File: src/rtl/prog_freq_div.sv
// Programmable divider: emits a one-cycle tick every div_i cycles on clk, plus a
// registered square wave, a busy flag and a wrapping tick counter.
module prog_freq_div #(
    parameter int WIDTH  = 8,
    parameter int TICK_W = 7
) (
    input  logic              clk,
    input  logic              reset,
    input  logic              en_i,
    input  logic              oneshot_i,
    input  logic              start_i,
    input  logic [WIDTH-1:0]  div_i,
    input  logic              clr_i,
    output logic              tick_o,
    output logic              sq_o,
    output logic              busy_o,
    output logic [TICK_W-1:0] ticks_o,
    output logic              wrap_o
);

    typedef enum logic {IDLE, RUN} state_t;

    state_t              state_reg;
    logic [WIDTH-1:0]    cnt_reg;
    logic [WIDTH-1:0]    div_reg;
    logic                mode_reg;
    logic                tick_reg;
    logic                sq_reg;
    logic                busy_reg;
    logic [TICK_W-1:0]   ticks_reg;
    logic                wrap_reg;

    logic [WIDTH-1:0]    cnt_inc;
    logic [WIDTH:0]      half_cur;
    logic                period_end;
    logic                start_ok;
    logic                reload_ok;

    assign cnt_inc    = cnt_reg + WIDTH'(1);
    // One extra bit so div_s = 2^WIDTH-1 does not overflow the rounding add
    assign half_cur   = ({1'b0, div_reg} + (WIDTH+1)'(1)) >> 1;
    assign period_end = (state_reg == RUN) && en_i && (cnt_reg == div_reg - WIDTH'(1));
    assign start_ok   = en_i && (div_i != '0) && (!oneshot_i || start_i);
    assign reload_ok  = !mode_reg && !oneshot_i && (div_i != '0);

    always_ff @(posedge clk or posedge reset) begin
        if (reset) begin
            state_reg <= IDLE;
            cnt_reg   <= '0;
            div_reg   <= '0;
            mode_reg  <= 1'b0;
            tick_reg  <= 1'b0;
            sq_reg    <= 1'b0;
            busy_reg  <= 1'b0;
        end else begin
            tick_reg <= 1'b0;
            case (state_reg)
                IDLE: begin
                    cnt_reg <= '0;
                    if (start_ok) begin
                        state_reg <= RUN;
                        div_reg   <= div_i;
                        mode_reg  <= oneshot_i;
                        sq_reg    <= 1'b1;
                        busy_reg  <= 1'b1;
                    end else begin
                        sq_reg   <= 1'b0;
                        busy_reg <= 1'b0;
                    end
                end
                RUN: begin
                    if (!en_i) begin
                        state_reg <= IDLE;
                        cnt_reg   <= '0;
                        sq_reg    <= 1'b0;
                        busy_reg  <= 1'b0;
                    end else if (period_end) begin
                        cnt_reg  <= '0;
                        tick_reg <= 1'b1;
                        // Shadow registers only change here, so the period in flight is never altered
                        if (reload_ok) begin
                            div_reg  <= div_i;
                            mode_reg <= oneshot_i;
                            sq_reg   <= 1'b1;
                            busy_reg <= 1'b1;
                        end else begin
                            state_reg <= IDLE;
                            sq_reg    <= 1'b0;
                            busy_reg  <= 1'b0;
                        end
                    end else begin
                        cnt_reg  <= cnt_inc;
                        sq_reg   <= ({1'b0, cnt_inc} < half_cur);
                        busy_reg <= 1'b1;
                    end
                end
                default: begin
                    state_reg <= IDLE;
                    cnt_reg   <= '0;
                    sq_reg    <= 1'b0;
                    busy_reg  <= 1'b0;
                end
            endcase
        end
    end

    // Clear takes priority over a coincident tick
    always_ff @(posedge clk or posedge reset) begin
        if (reset) begin
            ticks_reg <= '0;
            wrap_reg  <= 1'b0;
        end else if (clr_i) begin
            ticks_reg <= '0;
            wrap_reg  <= 1'b0;
        end else if (period_end) begin
            ticks_reg <= ticks_reg + TICK_W'(1);
            wrap_reg  <= &ticks_reg;
        end else begin
            wrap_reg  <= 1'b0;
        end
    end

    assign tick_o  = tick_reg;
    assign sq_o    = sq_reg;
    assign busy_o  = busy_reg;
    assign ticks_o = ticks_reg;
    assign wrap_o  = wrap_reg;

endmodule

File: config.mk
export PLATFORM = sky130hd
export DESIGN_NAME = prog_freq_div
export DESIGN_NICKNAME = d
export VERILOG_FILES = /design/src/rtl/prog_freq_div.sv
export SDC_FILE = /design/constraint.sdc
export NUM_CORES = 1
export LEC_CHECK = 0
export CORE_ASPECT_RATIO = 1.25
export CORE_UTILIZATION = 52
export CTS_BUF_LIST = sky130_fd_sc_hd__clkbuf_8
export CTS_CLUSTER_DIAMETER = 150
export DETAILED_ROUTE_END_ITERATION = 7
export GPL_ROUTABILITY_DRIVEN = 0
export PLACE_DENSITY = 0.76
export SYNTH_ARGS = -nofsm -noshare
export SYNTH_HDL_FRONTEND = slang
export SYNTH_SLANG_ARGS = --single-unit
File: constraint.sdc
create_clock -name clk -period 2.6 [get_ports clk]
set_input_delay 0.78 -clock clk [delete_from_list [all_inputs] [get_ports clk]]
set_output_delay 0.78 -clock clk [all_outputs]
set_load 0.02 [all_outputs]
### Word level (Yosys, flattened, before mapping)

Cells that the tools add are included.

| cells by class | value |
|---|---|
| muxes and demuxes | 28 |
| equal/unequal tests | 5 |
| add/subtract/negate cells | 4 |
| bitwise gates (word level) | 1 |
| magnitude comparators | 1 |
| reduce and logical (&&, ||, !) cells | 13 |

Operators with widths:

| cell | count |
|---|---|
| 8-bit two-way mux | 6 |
| 8-bit case mux with 2 select lines | 2 |
| 1-bit two-way mux | 15 |
| 7-bit two-way mux | 2 |
| 8-bit by 1-bit adder with 9-bit output, second input constant | 1 |
| 8-bit by 1-bit adder with 8-bit output, second input constant | 1 |
| 8-bit == test | 1 |
| 8-bit < comparator | 1 |
| 8-bit nonzero test | 1 |
| 8-bit by 1-bit subtractor with 8-bit output, second input constant | 1 |
| 7-bit by 1-bit adder with 7-bit output, second input constant | 1 |
| 7-bit AND reduction | 1 |
| 1-bit logical AND | 6 |
| 1-bit case mux with 2 select lines | 3 |
| 2-bit by 1-bit inequality test with 1-bit output, second input constant | 2 |
| 2-bit inequality test, second input constant | 2 |
| 4-bit AND reduction | 1 |
| 1-bit zero test | 2 |
| 2-bit nonzero test | 1 |
| 1-bit logical OR | 1 |
| 1-bit inverter | 1 |

| storage, ports and cells | value |
|---|---|
| input port bits | 14 |
| output and inout port bits | 11 |
| flip-flop bits (word level) | 28 |

### Depth between registers and ports, before layout

Gate-level depths: netlist (run 1).

| depth | value |
|---|---|
| depth in word-level cells | 7 |
| gate-level depth with buffers | 12 |

### Worst setup path after synthesis (run 1)

OpenSTA, ideal clock, no wires.

| path | value |
|---|---|
| kind | reg-to-reg |
| start | register div_reg[0] |
| end | register ticks_reg[3] (netlist: ticks_o[3]) |
| data required time | 2475 ps |
| stages on the path, launching flop included | 10 |
| buffers on the path | 1 |
| setup time | 125 ps |
| path slack | 174 ps |
| arrival | 2302 ps |
| cells stage by stage | dfrtp_1 -> inv_1 -> ha_1 -> and2_1 -> nor4b_1 -> a31oi_1 -> or3_4 -> buf_2 -> nor4_1 -> mux2_2 |

| between the ends | value |
|---|---|
| cells in the longest elaborated chain, start to end | 4 |

Ends and longest elaborated chain:

| element | line | text |
|---|---|---|
| start, declared | 25 | `logic [WIDTH-1:0] div_reg;` |
| start signal, assigned | 62 | `div_reg <= div_i;` |
| start signal, assigned | 82 | `div_reg <= div_i;` |
| 8-bit by 1-bit subtractor with 8-bit output | 42 | `assign period_end = (state_reg == RUN) && en_i && (cnt_reg == div_reg - WIDTH'(1));` |
| 8-bit == test | 42 |  |
| 1-bit logical AND | 42 |  |
| 2-bit nonzero test (no line) | -- |  |
| end signal, assigned | 116 | `ticks_reg <= ticks_reg + TICK_W'(1);` |
| end, declared | 30 | `logic [TICK_W-1:0] ticks_reg;` |

Every way passes these cells.
A chain may end at the register's enable or synchronous reset.

### Final worst setup path (run 1)

| path | value |
|---|---|
| start | register div_reg[0] |
| end | register ticks_reg[5] (netlist: ticks_o[5]) |

The elaborated chain is that of the path after synthesis.

==> metrics.txt, run 1 <==
status complete, no violations; WHS 539 ps; die area 0.00376 sq mm; area grow syn2layout 22.0%; critical path's slowest cell or3_4; crit path time final 2520 ps; Cell Count, Final, Fillers Out 249; fin. max-slew vios 0; Tot Pwr 1.29 mW; Seq/Total Area, Yosys 0.383; Clock Latency Late Sink 270 ps; Hold Vio Cnt, Final 0; sequential cell area 703 sq um; Max FO, Critical Path 12; top cells by area, synth dfrtp_1, mux2_2, ha_1, xor2_1, xnor2_1; synthesized flop and latch total 28; Post-synth EDFFs 0; CTS clk-pin slew, worst paths 90 ps; Layout Skew 2.39 ps; hold crit path type reg -> reg; Core Region 0.00328 sq mm; Max-cap violations 0; Compound-Gate Fraction of Synth Area 0.0957; slew margin rel. 0.763; H-tree depth 1; setup ws final 79.5 ps; mapped cell area 0.00183 sq mm; CP Cell Sequence inv_1, ha_1, and2_1, nor4b_1, a31oi_1, or3_4, buf_4, nor4_2, mux2_2; initial core utilization 0.558; Synth cell types 43; area of the multi-input gates 0.00109 sq mm; leading area contributor after synthesis dfrtp_1; DR pass1 iterations 4; clock root buffer clkbuf_8; syn_area_per_cell 10.0 sq um; post-synthesis adder-cell area fraction 0.0752; Via Count 1,451; pin count of the biggest net entering global routing 29; overall global routing resource usage 0.232; wire per inst 15.6 um; WS Path Type reg -> reg; Peak VDD IR 498 uV; Slowest Stage Delay on Critical Path 410 ps; die extent in x 55.1 um; clk sinks 28; end of the worst register-to-register path ticks_o[5]; dpl hpwl 2880 um; Worst Max-Slew Pin Slew 355 ps; total negative slack 0 ps; Bufs on Longest Clock Path 2; commonest non-fill, non-tap cells in the layout dfrtp_1, clkdlybuf4s50_1, nor2_1, mux2_2, nand3_1; IO Count 25; asr flop ratio synth 1.00; worst reg2reg setup slack 80 ps; # diodes 0; CTS tree yes; dpl cells 244; RSZ-0062 raised after global routing yes; power per standard cell area 577 mW/mm^2; hold endpoint mode_reg; main combinational cell family by area after synthesis simple AND/OR/NAND/NOR gates; WL final 3890 um; Min-Delay Startpoint mode_reg; Synth Area in Simple Gates 0.225; post-synthesis mux area share 0.0916; area share of the largest cell type after synthesis 0.383; syn nets 208; pre-CTS WS -58.0 ps; commonest non-fill, non-tap cell in the layout dfrtp_1; r2r worst-path depth 9; port bufs 24; Reg2Reg Launch Point div_reg[0]; CP endpoint kind flop; Chip Height 68.3 um; period utilization 0.969; first-pass GRT wire length 6220 um; Fmax 397 MHz; crit start category flop; via density per instance 5.83; DR DRC count 0; Worst Path Required 2760 ps; # rows 23; Setup-failing EPs final 0; CTS buffer count 3; Mapped Cells 183; vias in the first global route 1,438; xor/xnor share of the synthesized area 0.0957; CP Data Arrival Time 2680 ps; antenna violations before repair 0; grt ovf 0; share of post-route cells with drive strength above 1 0.179; Top FF cell, synth dfrtp_1; yosys warns 0; Leak 0.949 nW; Min-Delay Path Depth 1; fin nets 238; post-route ant nets 0; Iter 0 DRT Violations 25; FILL cells 273
==> worst max-delay path, delay by kind of cell, from the launching register on <==
family,cells,cell delay (ps)
mux,1,360
simple gates,4,1100
compound gates,1,80
buf+inv,2,280
flops,1,390
fa+ha+maj,1,200
==> worst max-delay path by stage <==
| stage | slack, ps | depth (start not counted) | endpoint | from |
|---|---|---|---|---|
| after floorplan | 170 | 9 | ticks_o[3] | div_reg[0] |
| after global placement | 50 | 6 | div_reg[2] | div_i[6] |
| after detailed placement | -60 | 6 | div_reg[2] | div_i[6] |
| after CTS | 30 | 11 | sq_o | div_reg[2] |
| after global routing | -90 | 11 | sq_o | div_reg[2] |
| final | 80 | 9 | ticks_o[5] | div_reg[0] |
==> Yosys cell counts (2+ instances only) <==
master	number
mux2_2	14
nand2b_1	2
a21o_1	2
nor3_1	4
xor2_1	11
nand4_1	4
o21ai_0	3
ha_1	11
a21oi_1	4
dfrtp_1	28
and2_1	2
inv_1	6
nor4_1	6
clkbuf_1	2
buf_2	5
nor4b_1	3
nand3_1	12
xnor2_1	9
nor2b_1	9
nand2_1	10
nor2_1	14
==> through the flow <==
stage | util | cell area, sq um
2_1_floorplan | - | 1830
3_3_place_gp | 0.651 | 2140
4_1_cts | 0.668 | 2190
6_report | 0.681 | 2230
3_5_place_dp | 0.651 | 2140
5_1_grt | 0.681 | 2230
==> power by group <==
group          internal, mW  leakage (nW)  total [mW]  switching [mW]
Sequential            0.485         0.364       0.570          0.0851
Clock                 0.135        0.0288       0.265           0.129
Combinational         0.221         0.557       0.453           0.231
==> kinds of logic (layout without fill, tap and decap cells) <==
group	count (synthesis)	in the layout
xor gates and xnor gates	20	20
and+or+nand+nor	73	73
buffers and inverters	14	43
adders and majority gates	11	11
AOI/OAI and AO/OA	22	22
muxes	15	15
DFF	28	28
==> metal layers <==
layer / global-route usage / wire, um / up-vias
met1: 0.244 / 1520 / 705
met5: 0 / 0 / -
met3: 0.0222 / 98 / 6
met2: 0.447 / 2200 / 27
li1: - / - / 713
met4: 0.0938 / 66 / 0
==> cell type report <==
| cell class | instances | share of cell area |
|---|---|---|
| sequential | 28 | 0.315 |
| inverter | 6 | 0.0101 |
| multi-input combinational | 141 | 0.486 |
| timing repair buffer | 33 | 0.143 |
| clock buffer | 4 | 0.0246 |
| tap | 37 | 0.0207 |
==> timing repair <==
action                                  in CTS  in global routing
setup buffers                                0                  1
endpoints found under the setup margin       0                 12
resized for setup                            0                  5
hold buffers                                 0                  0
(Power assumes the default switching activity.)
==> inputs of run 2 (changes only) <==
CORE_ASPECT_RATIO = unset   (was 1.25)
==> run 2 against run 1 <==
  * Worst setup slack gained 17 ps
  * Worst hold slack lost 19 ps
  * Combinational power is essentially flat
  * Non-clock buffer count shrank 2
  * Fmax grew 0.69%
  * Final area grew 1.8%
==> metrics.txt, run 2 (synthesized netlist as in run 1, its figures left out) <==
Chip Height 61.3 um; critical path's slowest cell or3_4; CP endpoint kind flop; Sw Ratio 0.341; WHS 519 ps; power per standard cell area 604 mW/mm^2; RSZ-0062 raised after global routing yes; DR DRC count 0; Core Region 0.00336 sq mm; Iter 0 DRT Violations 53; H-tree depth 1; Layout Skew 5.48 ps; vias in the first global route 1,364; IO Count 25; die area 0.00376 sq mm; Hold Vio Cnt, Final 0; # diodes 0; commonest non-fill, non-tap cell in the layout dfrtp_1; slew margin rel. 0.740; clock power share 0.253; Fmax 399 MHz; post-route ant nets 0; crit start category flop; die extent in x 61.3 um; Worst Path Required 2780 ps; fin. max-slew vios 0; initial core utilization 0.544; Peak VDD IR 375 uV; status complete, no violations; Leak 0.971 nW; total negative slack 0 ps; dpl hpwl 2730 um; pin count of the biggest net entering global routing 29; clk sinks 28; share of post-route cells with drive strength above 1 0.181; period utilization 0.963; Sw Pwr 469 uW; wire per inst 14.8 um; hold_buf cts 0; CP Data Arrival Time 2680 ps; CP Cell Sequence inv_1, ha_1, and2_1, nor4b_2, a31oi_1, or3_4, buf_4, nor4_2, mux2_2; port bufs 24; antenna violations before repair 0; WL final 3800 um; Gate power share 0.328; CTS tree yes; # rows 21; Bufs on Longest Clock Path 2; DR pass1 iterations 4; Clock Latency Late Sink 280 ps; overall global routing resource usage 0.224; crit path time final 2500 ps; Tot Pwr 1.37 mW; hold crit path type reg -> reg; via density per instance 5.62; WS Path Type reg -> reg; area grow syn2layout 24.3%; CTS clk-pin slew, worst paths 100 ps; Max FO, Critical Path 12; Max-cap violations 0; commonest non-fill, non-tap cells in the layout dfrtp_1, clkdlybuf4s50_1, nor2_1, mux2_2, nand3_1; Setup-failing EPs final 0; CTS buffer count 3; clock root buffer clkbuf_8; first-pass GRT wire length 6180 um; Slowest Stage Delay on Critical Path 420 ps; Pint 906 uW; Worst Max-Slew Pin Slew 389 ps; fin nets 236; Via Count 1,438; grt ovf 0; register share of total power 0.418
## run 2: cell count changes in the layout (fill, tap and decap cells not counted), sizes merged
cell,before,now
bufinv,0,1
buf,9,7
clkbuf,4,3
## run 2: power by group through the flow
stage	Combinational (mW)	Sequential [mW]	Clock, mW
global placement	0.405	0.568	0
CTS	0.429	0.568	0.350
global route	0.499	0.582	0.369
finish	0.451	0.575	0.348
floorplan	0.347	0.535	0
detailed placement	0.425	0.573	0
## run 2: final timing paths
| path | from | end | slack, ps | cells after the start |
|---|---|---|---|---|
| worst min register to register | mode_reg | mode_reg | 520 | 1 |
| worst max register to register | div_reg[0] | ticks_o[3] | 100 | 9 |
| worst min-delay path | mode_reg | mode_reg | 520 | 1 |
| min in group asynchronous | reset | ticks_o[6] | 840 | 3 |
| max in group asynchronous | reset | div_reg[2] | 1470 | 3 |
| worst max-delay path | div_reg[0] | ticks_o[3] | 100 | 9 |
## run 2: metrics by stage
| stage | utilization | instance area, sq um | cells | setup WS (ps) |
|---|---|---|---|---|
| after detailed placement | 0.634 | 2130 | 251 | -35.3 |
| after global placement | 0.634 | 2130 | 251 | 64.0 |
| after global routing | 0.676 | 2270 | 256 | -52.4 |
| after CTS | 0.656 | 2210 | 255 | 5.21 |
| final | 0.676 | 2270 | 256 | 96.8 |
| after floorplan | - | 1830 | 183 | 174 |
## run 2: per-layer routing
metal,GRT usage,up-vias,wire length (um)
met5,0,-,0
met4,0.0762,0,80
met3,0.0336,9,110
met2,0.366,32,1850
met1,0.304,693,1760
li1,-,704,-
## run 2: area by class of cell
| type | count | area, sq um |
|---|---|---|
| Multi-Input combinational cell | 141 | 1110 |
| Tap cell | 46 | 57.6 |
| Sequential cell | 28 | 703 |
| Clock buffer | 3 | 41.3 |
| Clock inverter | 1 | 30.0 |
| Fill cell | 288 | 1090 |
| Inverter | 6 | 22.5 |
| Timing Repair Buffer | 31 | 305 |
## run 2: worst max-delay path: cells and delay by family, from the launching register on
family | cells | cell delay (ps)
AND/OR/NAND/NOR | 4 | 1080
AO/OA/AOI/OAI | 1 | 70
buffers and inverters | 2 | 300
flip-flops | 1 | 390
multiplexers | 1 | 360
adder cells (fa/ha/maj) | 1 | 200
## run 2: timing repair
action,CTS,global route
pin swaps,0,1
setup endpoints to repair,1,14
resized for setup,1,9
setup buffers,0,1
==> variant: new RTL, settings of run 2 <==
The parameter `TICK_W` goes from 7 to 5.
--- a/src/rtl/prog_freq_div.sv
+++ b/src/rtl/prog_freq_div.sv
@@ -2,7 +2,7 @@
 // registered square wave, a busy flag and a wrapping tick counter.
 module prog_freq_div #(
     parameter int WIDTH  = 8,
-    parameter int TICK_W = 7
+    parameter int TICK_W = 5
 ) (
     input  logic              clk,
     input  logic              reset,
Ports: changed (resized ticks_o); port bits go from 25 to 23. No check against the original RTL was run, so the function may have changed too.
==> variant against run 2 <==
Power fell by 0.96%. Largest cell class unchanged. Sequential cell count fell by 2. Area after synthesis fell by 2.8%. Via count fell by 0.90%. Wire length rose by 5.1%. Synthesized cell count fell by 3.8%. Combinational power rose by 11%. Worst setup slack improved by 0.013 ns. Highest routed layer unchanged. Non-clock buffer count rose by 2. Design area fell by 5.0%. Fmax rose by 0.51%. Largest power group unchanged. Utilization rose by 0.90 points.
==> variant: results <==
{
  "status": "finished clean",
  "seq_area_frac_synth_pct": 36.6,
  "synthesis.nets": 202,
  "ir_worst_vdd_v": 0.000349,
  "drt_iter0_drc": 78,
  "root_buffer": "clkbuf_8",
  "grt_max_degree": 27,
  "clock_path_buffers": 2,
  "reg2reg_from": "div_reg[2]$_DFFE_PP0P_",
  "r2r_end": "div_reg[7]$_DFFE_PP0P_",
  "first_pass_iters": 4,
  "ff2ff_path_depth": 8,
  "track_usage_pct": 23.4,
  "layout-drive-gt1-share_pct": 17.2,
  "final_nets": 231,
  "hold_path_depth": 1,
  "synth_commonest_cells": "dfrtp_1 (26), ha_1 (12), nand2_1 (11)",
  "portBuffers": 22,
  "synth_area_leaders": "dfrtp_1 (37%), ha_1 (8.4%), mux2_4 (6.8%)",
  "worst_clock_skew_ns": 0.00285,
  "antenna_found_initial": 0,
  "num_vias": 1425,
  "fillers": 256,
  "critical_path_arrival_ns": 2.66,
  "clk_pin_slew_ns": 0.10,
  "worstHoldEndpoint": "mode_reg$_DFFE_PP0P_",
  "tightest_slew_ns": 0.398,
  "worstHoldPathType": "flip-flop to flip-flop",
  "clock_latency_ns": 0.28,
  "drt-wirelength-per-cell_microns": 16.1,
  "dpl_worst_slack_ns": -0.0431,
  "synthArstFlopShare_pct": 100,
  "p_leak_nw": 0.968,
  "hold_slack_ns": 0.542,
  "yosysUniqueCellTypes": 45,
  "dp_hpwl_mm": 2.95,
  "placed_area_sq_um": 2080,
  "crit_fanout": 10,
  "cts_buffers": 3,
  "ys_warn_count": 0,
  "grt_pass1_wl_mm": 6.33,
  "hp-start": "mode_reg$_DFFE_PP0P_",
  "antenna_cells": 0,
  "cts_max_level": 1,
  "r2r_slack_ns": 0.11
}
variant: cell count changes after synthesis, moves of 3 or more:
cell     change
mux2_2      -13
mux2_4       +8
a21oi_1      +6
nor2_1       -4
nor4_1       -4
buf_6        +3
nand3_1      -3
nor4b_1      -3
variant: cell families (layout without fill, tap and decap cells):
family / Yosys count / in the layout / share of synthesized area (%)
compound gates: 34 / 34 / 13.8
xor+xnor: 19 / 19 / 9.35
fa+ha+maj: 12 / 12 / 8.44
buf+inv: 15 / 43 / 4.71
flops: 26 / 26 / 36.6
mux: 9 / 9 / 7.38
simple gates: 61 / 61 / 19.8
variant: where the power goes:
part           switching [mW]  internal [mW]  total, mW
clock network           0.140          0.206      0.346
logic                   0.257          0.242      0.499
registers              0.0689          0.447      0.516
variant: routing by layer:
| metal | GRT usage (%) | share of wire, % |
|---|---|---|
| met1 | 32.2 | 48 |
| met2 | 37.8 | 48 |
| met3 | 3.41 | 3.8 |
| met4 | 8.12 | 0.88 |
| met5 | 0 | 0 |
variant: layout make-up:
type	instances	area [sq um]	area share (%)
multi-input cells	135	1060	49.0
flip-flops and latches	26	651	30.1
repair buffers	33	303	14.0
well taps	44	55.1	2.55
clock buffers	3	41.3	1.91
clock inverters	1	30.0	1.39
inverters	6	22.5	1.04
variant: repair_timing:
item                       in CTS  in global routing
setup buffers                   0                  0
setup endpoints to repair       0                  9
hold endpoints to repair        0                  0
resized for setup               0                  3
variant: worst max path at each step:
stage,start,end,slack (ns)
global route,div_reg[2]$_DFFE_PP0P_,sq_o$_DFF_PP0_,-0.03
detailed placement,div_i[0],div_reg[7]$_DFFE_PP0P_,-0.04
finish,div_reg[2]$_DFFE_PP0P_,div_reg[7]$_DFFE_PP0P_,0.11
global placement,div_i[1],div_reg[6]$_DFFE_PP0P_,0.008
CTS,div_reg[2]$_DFFE_PP0P_,div_reg[7]$_DFFE_PP0P_,0.04
floorplan,div_reg[0]$_DFFE_PP0P_,div_reg[0]$_DFFE_PP0P_,0.19
variant: through the flow:
| step | std cells | util [%] | setup TNS, ns |
|---|---|---|---|
| after floorplan | 176 | - | 0 |
| after global placement | 244 | 65.8 | 0 |
| after detailed placement | 244 | 65.8 | -0.287 |
| after CTS | 248 | 68.1 | 0 |
| after global routing | 248 | 68.5 | -0.0334 |
| final | 248 | 68.5 | 0 |
variant: critical path: stages, from the launching register on:
cell	delay [ns]
dfrtp_1	0.49
buf_4	0.20
nor4_4	0.30
o21ai_0	0.15
a21oi_1	0.23
o211a_2	0.33
o31a_1	0.22
buf_4	0.17
mux2_4	0.30
